===== src/rtl/viterbi_pkg.sv =====
// Shared constants for the Viterbi add-compare-select step.
// Holds the default tag count, index width and cost width, plus the
// controller state encoding so the datapath, the delta storage and any
// checker bound to them agree on a single definition.
package viterbi_pkg;

    localparam int POS_num     = 11;  // number of POS tags
    localparam int POS_num_bit = 4;   // tag index width
    localparam int p_size      = 32;  // path cost width

    // Controller states
    localparam logic [1:0] ST_IDLE  = 2'd0;
    localparam logic [1:0] ST_ACC   = 2'd1;
    localparam logic [1:0] ST_WRITE = 2'd2;
    localparam logic [1:0] ST_DONE  = 2'd3;

endpackage


===== src/rtl/viterbi_delta_bank.sv =====
// Ping-pong path-cost storage.
// Two banks of n_entries x width costs. One bank is the "previous" bank
// (read side), the other the "current" bank (write side). A one-cycle
// swap pulse flips which is which, so the costs written during a step
// become the previous costs of the next step without any copying.
// Ports:
//   clk, rst_n : clock, asynchronous active-low reset (clears both banks)
//   rd_addr    : previous-bank read index
//   rd_data    : previous-bank cost at rd_addr (0 for out-of-range index)
//   wr_en      : write wr_data into the current bank at wr_addr
//   swap       : exchange the roles of the two banks
module viterbi_delta_bank #(
    parameter int n_entries = 11,
    parameter int addr_w    = 4,
    parameter int width     = 32
) (
    input  logic              clk,
    input  logic              rst_n,
    input  logic [addr_w-1:0] rd_addr,
    output logic [width-1:0]  rd_data,
    input  logic              wr_en,
    input  logic [addr_w-1:0] wr_addr,
    input  logic [width-1:0]  wr_data,
    input  logic              swap
);

    logic [width-1:0] bank0 [n_entries];
    logic [width-1:0] bank1 [n_entries];
    logic             sel;  // 0: bank0 is previous, bank1 is current

    always_comb begin
        rd_data = '0;
        if (int'(rd_addr) < n_entries) begin
            rd_data = sel ? bank1[rd_addr] : bank0[rd_addr];
        end
    end

    always_ff @(posedge clk or negedge rst_n) begin
        if (!rst_n) begin
            sel <= 1'b0;
            for (int i = 0; i < n_entries; i++) begin
                bank0[i] <= '0;
                bank1[i] <= '0;
            end
        end else begin
            if (wr_en && (int'(wr_addr) < n_entries)) begin
                if (sel) bank0[wr_addr] <= wr_data;
                else     bank1[wr_addr] <= wr_data;
            end
            if (swap) sel <= ~sel;
        end
    end

endmodule


===== src/rtl/viterbi_acs_step.sv =====
// One Viterbi time-step (add-compare-select) for a POS tagger.
// For every current tag it scans all previous tags, one per cycle,
// accumulating delta_prev[prev] + trans_p with saturation and keeping the
// strictly smallest sum (ties keep the lower prev). A WRITE cycle then adds
// the emission cost, stores the new delta and strobes the backpointer.
// Ports:
//   start/first          : launch a step (IDLE only); first=1 treats prior costs as 0
//   previous_POS_out,
//   current_POS_out      : indices driven to the external cost lookups
//   trans_p, emit_p      : combinational lookup results for those indices
//   bp_valid/bp_prev/
//   bp_cost              : per-current-tag backpointer and new cost
//   busy, done           : step in progress / one-cycle completion pulse
//   best_pos             : lowest-cost tag of the last completed step
//   fsm_state            : controller state, for observation only
// Handshake: start is a level sampled on a rising edge while IDLE; it is
// ignored in every other state and never queued.
module viterbi_acs_step #(
    parameter int POS_num     = viterbi_pkg::POS_num,
    parameter int POS_num_bit = viterbi_pkg::POS_num_bit,
    parameter int p_size      = viterbi_pkg::p_size
) (
    input  logic                   clk,
    input  logic                   rst_n,
    input  logic                   start,
    input  logic                   first,
    output logic [POS_num_bit-1:0] previous_POS_out,
    output logic [POS_num_bit-1:0] current_POS_out,
    input  logic [p_size-1:0]      trans_p,
    input  logic [p_size-1:0]      emit_p,
    output logic                   bp_valid,
    output logic [POS_num_bit-1:0] bp_prev,
    output logic [p_size-1:0]      bp_cost,
    output logic                   busy,
    output logic                   done,
    output logic [POS_num_bit-1:0] best_pos,
    output logic [1:0]             fsm_state
);

    import viterbi_pkg::*;

    localparam logic [POS_num_bit-1:0] LAST = POS_num_bit'(POS_num - 1);

    logic [1:0]             state;
    logic [POS_num_bit-1:0] prev_cnt, cur_cnt;
    logic                   first_q;
    logic [p_size-1:0]      min_cost, best_cost;
    logic [POS_num_bit-1:0] min_idx, best_idx;

    logic [p_size-1:0]      delta_rd, prev_val;
    logic [p_size:0]        sum_full, new_full;
    logic [p_size-1:0]      sum_sat, new_cost;

    // Costs are unsigned; an overflow carry pins the result at all-ones.
    assign prev_val = first_q ? '0 : delta_rd;
    assign sum_full = {1'b0, prev_val} + {1'b0, trans_p};
    assign sum_sat  = sum_full[p_size] ? '1 : sum_full[p_size-1:0];
    assign new_full = {1'b0, min_cost} + {1'b0, emit_p};
    assign new_cost = new_full[p_size] ? '1 : new_full[p_size-1:0];

    viterbi_delta_bank #(
        .n_entries (POS_num),
        .addr_w    (POS_num_bit),
        .width     (p_size)
    ) u_bank (
        .clk     (clk),
        .rst_n   (rst_n),
        .rd_addr (prev_cnt),
        .rd_data (delta_rd),
        .wr_en   (state == ST_WRITE),
        .wr_addr (cur_cnt),
        .wr_data (new_cost),
        .swap    (state == ST_DONE)
    );

    always_ff @(posedge clk or negedge rst_n) begin
        if (!rst_n) begin
            state     <= ST_IDLE;
            prev_cnt  <= '0;
            cur_cnt   <= '0;
            first_q   <= 1'b0;
            min_cost  <= '0;
            min_idx   <= '0;
            best_cost <= '0;
            best_idx  <= '0;
            best_pos  <= '0;
        end else begin
            case (state)
                ST_IDLE: begin
                    if (start) begin
                        state    <= ST_ACC;
                        first_q  <= first;
                        prev_cnt <= '0;
                        cur_cnt  <= '0;
                    end
                end
                ST_ACC: begin
                    // prev 0 seeds the running minimum; later prevs replace
                    // it only when strictly smaller.
                    if (prev_cnt == '0 || sum_sat < min_cost) begin
                        min_cost <= sum_sat;
                        min_idx  <= prev_cnt;
                    end
                    if (prev_cnt == LAST) begin
                        prev_cnt <= '0;
                        state    <= ST_WRITE;
                    end else begin
                        prev_cnt <= prev_cnt + POS_num_bit'(1);
                    end
                end
                ST_WRITE: begin
                    // Current tags arrive in ascending order, so strict
                    // less-than yields the lowest index on ties.
                    if (cur_cnt == '0 || new_cost < best_cost) begin
                        best_cost <= new_cost;
                        best_idx  <= cur_cnt;
                    end
                    if (cur_cnt == LAST) begin
                        cur_cnt <= '0;
                        state   <= ST_DONE;
                    end else begin
                        cur_cnt <= cur_cnt + POS_num_bit'(1);
                        state   <= ST_ACC;
                    end
                end
                default: begin  // ST_DONE: bank swap happens on this edge
                    best_pos <= best_idx;
                    state    <= ST_IDLE;
                end
            endcase
        end
    end

    always_comb begin
        previous_POS_out = '0;
        current_POS_out  = '0;
        bp_valid         = 1'b0;
        bp_prev          = '0;
        bp_cost          = '0;
        if (state == ST_ACC) begin
            previous_POS_out = prev_cnt;
            current_POS_out  = cur_cnt;
        end else if (state == ST_WRITE) begin
            current_POS_out = cur_cnt;
            bp_valid        = 1'b1;
            bp_prev         = min_idx;
            bp_cost         = new_cost;
        end
    end

    assign busy      = (state == ST_ACC) || (state == ST_WRITE);
    assign done      = (state == ST_DONE);
    assign fsm_state = state;

endmodule


===== config.mk =====
export PLATFORM = sky130hd
export DESIGN_NAME = viterbi_acs_step
export DESIGN_NICKNAME = d
export VERILOG_FILES = /design/src/rtl/viterbi_pkg.sv /design/src/rtl/viterbi_delta_bank.sv /design/src/rtl/viterbi_acs_step.sv
export SDC_FILE = /design/constraint.sdc
export NUM_CORES = 2
export LEC_CHECK = 0
export CAP_MARGIN = 20
export CORE_MARGIN = 1.5
export CORE_UTILIZATION = 50
export DETAILED_ROUTE_END_ITERATION = 12
export GPL_ROUTABILITY_DRIVEN = 0
export PLACE_DENSITY = 0.66
export SKIP_LAST_GASP = 1
export SYNTH_ARGS = -nofsm -noshare
export SYNTH_HDL_FRONTEND = slang
export SYNTH_HIERARCHICAL = 1
export SYNTH_SLANG_ARGS = --single-unit

===== constraint.sdc =====
create_clock -name clk -period 6.8 [get_ports clk]
set_clock_uncertainty 0.2 [all_clocks]
set_input_delay 0.68 -clock clk [delete_from_list [all_inputs] [get_ports clk]]
set_output_delay 0.68 -clock clk [all_outputs]
set_load 0.01 [all_outputs]

Yosys cells after proc, flatten, opt, wreduce, memory -nomap -nowiden
Cells that the tools add are included.
{"block": "word_totals", "ff_bits": 792, "mem_bits_ro": 0, "in_bits": 68, "memories": 0, "latch_bits": 0, "mem_bits_rw": 0}
{"block": "classes", "bitwise": 3, "n_eq_ne": 7, "reduce_logical": 19, "n_mul": 0, "order_cmp": 7, "div_mod_pow": 0, "n_addsub": 4, "shift": 0, "mux": 33}
{"op": "$bwmux 352", "count": 2}
{"op": "$mux 32", "count": 12}
{"op": "$bmux 32 s4", "count": 2}
{"op": "$demux 32 s4", "count": 1}
{"op": "$add 32x32->33", "count": 2}
{"op": "$lt 32x32->1", "count": 2}
{"op": "$mux 4", "count": 8}
{"op": "$pmux 4 s2", "count": 2}
{"op": "$reduce_and 2->1", "count": 8}
{"op": "$ge 5x5->1 const B", "count": 2}
{"op": "$not 4->5", "count": 2}
{"op": "$add 4x1->4 const B", "count": 2}
{"op": "$eq 4x4->1 const B", "count": 2}
{"op": "$logic_not 4->1", "count": 2}
{"op": "$lt 4x4->1 const B", "count": 2}
{"op": "$mux 2", "count": 3}
{"op": "$pmux 2 s3", "count": 1}
{"op": "$lt 5x1->1 const B", "count": 1}
{"op": "$eq 2x2->1 const B", "count": 2}
{"op": "$ne 2x2->1 const B", "count": 2}
{"op": "$reduce_bool 2->1", "count": 2}
{"op": "$logic_or 1x1->1", "count": 3}
{"op": "$reduce_or 3->1", "count": 1}
{"op": "$eq 2x1->1 const B", "count": 1}
{"op": "other kinds (4)", "count": 6}

Longest topological paths before layout
{"block": "depth", "ltp_word": 12, "ltp_mapped": 30, "ltp_nobuf": 25}

Cells and area by module
The synthesis kept the hierarchy.
{"mod": "viterbi_delta_bank", "cells_per_inst": 2077, "area_each_um2": 32198.4, "n_inst": 1}
{"mod": "viterbi_acs_step", "cells_per_inst": 1083, "area_each_um2": 9258.9, "n_inst": 1}

Worst setup path after synthesis
OpenSTA, ideal clock, no wires.
{"block": "synth_path", "path_kind": "register -> register", "from": "reg prev_cnt[1]", "to": "reg min_cost[10]", "setup_time_ns": 0.125, "path_slack_ns": -0.148, "path_stages_with_launch": 30, "required_time_ns": 6.475, "arrival_time_ns": 6.623, "cell_sequence": "dfrtp_1 -> buf_2 -> buf_2 -> buf_4 -> mux4_2 -> mux2i_1 -> o221ai_1 -> and2_1 -> nor2b_1 -> ha_1 -> fa_1 -> a211oi_1 -> nor2_1 -> o211ai_2 -> nand4_2 -> a31oi_2 -> o41a_4 -> clkbuf_1 -> nand2_1 -> ha_1 -> a21o_1 -> a21oi_1 -> nor2_1 -> o311ai_0 -> a21oi_1 -> a2111oi_0 -> o21ai_0 -> a221oi_4 -> buf_6 -> mux2_2"}
{"block": "synth_between", "elab_chain_cells": 12}
{"item": "start: declaration", "line": "viterbi_acs_step.sv:45", "text": "logic [POS_num_bit-1:0] prev_cnt, cur_cnt;"}
{"item": "start signal: assignment", "line": "viterbi_acs_step.sv:108", "text": "prev_cnt <= prev_cnt + POS_num_bit'(1);"}
{"item": "$not 4->5 (not written as such)", "line": "viterbi_delta_bank.sv:34", "text": "rd_data = sel ? bank1[rd_addr] : bank0[rd_addr];"}
{"item": "$bmux 32 s4", "line": "viterbi_delta_bank.sv:34"}
{"item": "$mux 32 (not written as such) (2 in series)", "line": "viterbi_delta_bank.sv:34"}
{"item": "$mux 32", "line": "viterbi_delta_bank.sv:34"}
{"item": "$mux 32 (*)", "line": "viterbi_delta_bank.sv:33", "text": "if (int'(rd_addr) < n_entries) begin"}
{"item": "net delta_rd[0]", "line": "viterbi_acs_step.sv:50", "text": "logic [p_size-1:0] delta_rd, prev_val;"}
{"item": "$mux 32 (*)", "line": "viterbi_acs_step.sv:55", "text": "assign prev_val = first_q ? '0 : delta_rd;"}
{"item": "$add 32x32->33 (*)", "line": "viterbi_acs_step.sv:56", "text": "assign sum_full = {1'b0, prev_val} + {1'b0, trans_p};"}
{"item": "$mux 32 (*)", "line": "viterbi_acs_step.sv:57", "text": "assign sum_sat = sum_full[p_size] ? '1 : sum_full[p_size-1:0];"}
{"item": "net sum_sat[5]", "line": "viterbi_acs_step.sv:52", "text": "logic [p_size-1:0] sum_sat, new_cost;"}
{"item": "$lt 32x32->1 (*)", "line": "viterbi_acs_step.sv:100", "text": "if (prev_cnt == '0 || sum_sat < min_cost) begin"}
{"item": "$logic_or 1x1->1 (*)", "line": "viterbi_acs_step.sv:100"}
{"item": "$reduce_and 2->1 (no line) (*)"}
{"item": "end signal: assignment", "line": "viterbi_acs_step.sv:101", "text": "min_cost <= sum_sat;"}
{"item": "end: declaration", "line": "viterbi_acs_step.sv:47", "text": "logic [p_size-1:0] min_cost, best_cost;"}
The timed path passes the listed nets; every way through them passes the cells marked *. The select of a mux whose other input is x is not followed.
A chain may end at the register's enable or synchronous reset.

Worst setup path after layout
{"block": "layout_path", "from": "reg prev_cnt[1]", "to": "reg min_cost[25]"}
The elaborated chain is that of the path after synthesis.

==> flow_summary.toml <==
[synthesis]
yosysSeqAreaShare_pct = 47.8
synth_area_um2 = 41500
yosys.area_share.simple_pct = 5.17
synthArstFlopShare_pct = 100
ys_top_cells_by_count = "dfrtp_1 (792), mux2_2 (737), ha_1 (137), mux2i_1 (131), mux4_2 (128)"
synth.area.top_cells = "dfrtp_1 (48%), mux2_2 (20%), mux4_2 (7.0%), ha_1 (4.1%), mux2i_1 (3.2%)"
synth_ff_type = "dfrtp_1"
yosys.cell_count.top_type = "dfrtp_1"
synth_largest_area_cell = "dfrtp_1"
synth_top_family_by_area = "multiplexers"
yosysWarnings = 6
synth_cell_types = 81
synth-compound-area-share_pct = 7.00
synthMuxAreaShare_pct = 31.3
synth_top_area_share_pct = 47.8
synth_adder_area_share_pct = 4.23
ys_ff_latch = 792
syn_avg_cell_area_um2 = 13.1
synthXorXnorAreaFrac_pct = 1.14
synth_enable_flop_cells = 0
synth_fp_nets = 3367
syn-instance-count = 3160

[sta]
fin_crit_ns = 6.70
worst_pin_slew_ns = 1.19
slew_headroom_pct = 20.7
hold_slack_ns = 0.287
setup_viol = 0
max_clock_freq_ghz = 0.149
drv_slew = 0
setup-tns-final_ns = 0
final_hold_viol_count = 0
post-route-period-util_pct = 98.5

[routing]
ant_nets = 0
wire_per_inst_um = 26.3
vias = 28200
routed_wl_mm = 120
drtIter0Drc = 2247
vias_per_cell = 6.16
dr.pass1.iters = 5
drc = 0

[layout]
stdcell_count = 4570
nets = 3633
final_area_um2 = 49700
layout-drive-gt1-share_pct = 41.6
nFillCells = 6160
syn2layout_area_growth_pct = 19.9

[global_routing]
grt_usage_pct = 28.1
grt_max_degree = 188
antenna_found_initial = 8
grt_pass1_vias = 29500
grt-ovfl-total = 0
grt_pass1_wl_mm = 181

[run_status]
outcome = "completed"

[setup_path]
cp_num_buf_inv = 6
cp_top_family = "simple AND/OR/NAND/NOR gates"
critical_path_class = "flop to flop"
cp_slowest_stage_delay_ns = 0.52
start_kind = "flop"
cp.required_ns = 7.10
worst-endpoint-arrival_ns = 7.00
reg2reg_slack_ns = 0.10
end_kind = "flop"
cp_slowest_cell = "mux4_2"
crit_fanout = 8

[die]
core_area_um2 = 82100
die_area_um2 = 84700
io_pins = 121
start_util_pct = 50.5
die_h_um = 291
num_rows = 105
fp.dieW_um = 291

[cts]
cts_tree = "built"
cts-root-buf = "clkbuf_16"
cts.sinks = 792
clk_latency_ns = 0.64
clockBufferDepth = 3
cts_buffers = 85
clkTransAtPathRegs_ns = 0.06
htree_levels = 3

[run]
maxCapViolations = 0

[power]
p_int_mw = 16.9
sequentialPowerShare_pct = 25.8
ir_drop_mv = 0.314
clock_power_share_pct = 17.3
leakage_nw = 22.0
switching_share_pct = 39.4
power_density_nw_per_um2 = 560
p_comb_share_pct = 57.0
power_switching_mw = 11.0

[hold_path]
hp-class = "flop to flop"

[placed_design]
placed_cell_area_um2 = 45100
io_buffers = 120
dp_cells = 4340
dp_hpwl_mm = 74.7
[sequential cells by signal, summed over array words and instances (netlist names), 2 cells and up]
name,count
cur_cnt,4
min_idx,4
best_idx,4
min_cost,32
best_pos,4
prev_cnt,4
best_cost,32
u_bank/bank0,352
u_bank/bank1,352
fsm_state,2
[path summary, 6_finish.rpt]
| path | startpoint | end | depth (start not counted) |
|---|---|---|---|
| max | prev_cnt[1] | min_cost[25] | 29 |
| min | u_bank/bank1[229] | u_bank/bank1[229] | 1 |
| max reg2reg | prev_cnt[1] | min_cost[25] | 29 |
| min reg2reg | u_bank/bank1[229] | u_bank/bank1[229] | 1 |
| max in group asynchronous | rst_n | prev_cnt[1] | 3 |
| min in group asynchronous | rst_n | u_bank/bank1[318] | 2 |
[through the flow]
stage               util (%)  power [mW]  worst slack [ns]
CTS                     59.5        26.7           0.00571
global route            60.5        29.4            -0.107
global placement        54.9        20.4            -0.394
detailed placement      54.9        21.0            -0.420
finish                  60.5        27.9             0.102
floorplan                  -        16.0            0.0191
[metal layers]
layer  global-route usage, %  routed length [um]  up-vias
met5                       0                  13        -
met4                    10.3                4110        2
met3                    3.93                7040      228
met2                    46.4               57700      926
met1                    37.9               51400    14800
li1                        -                   -    12200
[power groups by stage]
stage               Sequential, mW  Combinational, mW  Clock (mW)
detailed placement            7.23               13.7           0
finish                        7.17               15.9        4.81
floorplan                     6.86               9.18           0
CTS                           7.15               14.7        4.89
global placement              7.10               13.3           0
global route                  7.35               17.0        5.08
[cell families after synthesis]
group / Yosys count
AOI/OAI and AO/OA: 399
and+or+nand+nor: 410
buffers and inverters: 328
muxes: 1038
adders and majority gates: 139
DFF: 792
xor gates and xnor gates: 54
[area by class of cell]
class	instances	area [um^2]	area share, %
Tap cell	1070	1340	2.69
Inverter	92	345	0.695
Multi-Input combinational cell	2040	21100	42.5
Sequential cell	792	19800	39.9
Antenna cell	6	15.0	0.0302
Clock inverter	30	389	0.783
Timing Repair Buffer	415	4130	8.30
Clock buffer	125	2550	5.13
[cell usage in the layout, fill, tap and decap left out, drive strengths merged, types with 66 or more instances in the layout]
cell type / Yosys / routed
a21oi: 76 / 76
buf: 117 / 291
clkbuf: 119 / 128
clkdlybuf4s50: 0 / 119
dfrtp: 792 / 792
ha: 137 / 137
inv: 91 / 94
mux2: 779 / 779
mux2i: 131 / 131
mux4: 128 / 128
nand2: 122 / 122
nor2: 66 / 66
[what timing repair did]
| item | in CTS | in global routing |
|---|---|---|
| endpoints found under the setup margin | 36 | 36 |
| buffers inserted | 35 | 28 |
| pin swaps | 34 | 86 |
| gates cloned | 5 | 3 |
| hold endpoints to repair | 89 | 0 |
| resized for setup | 91 | 118 |
| hold buffers | 1 | 0 |
(Power assumes the default switching activity.)
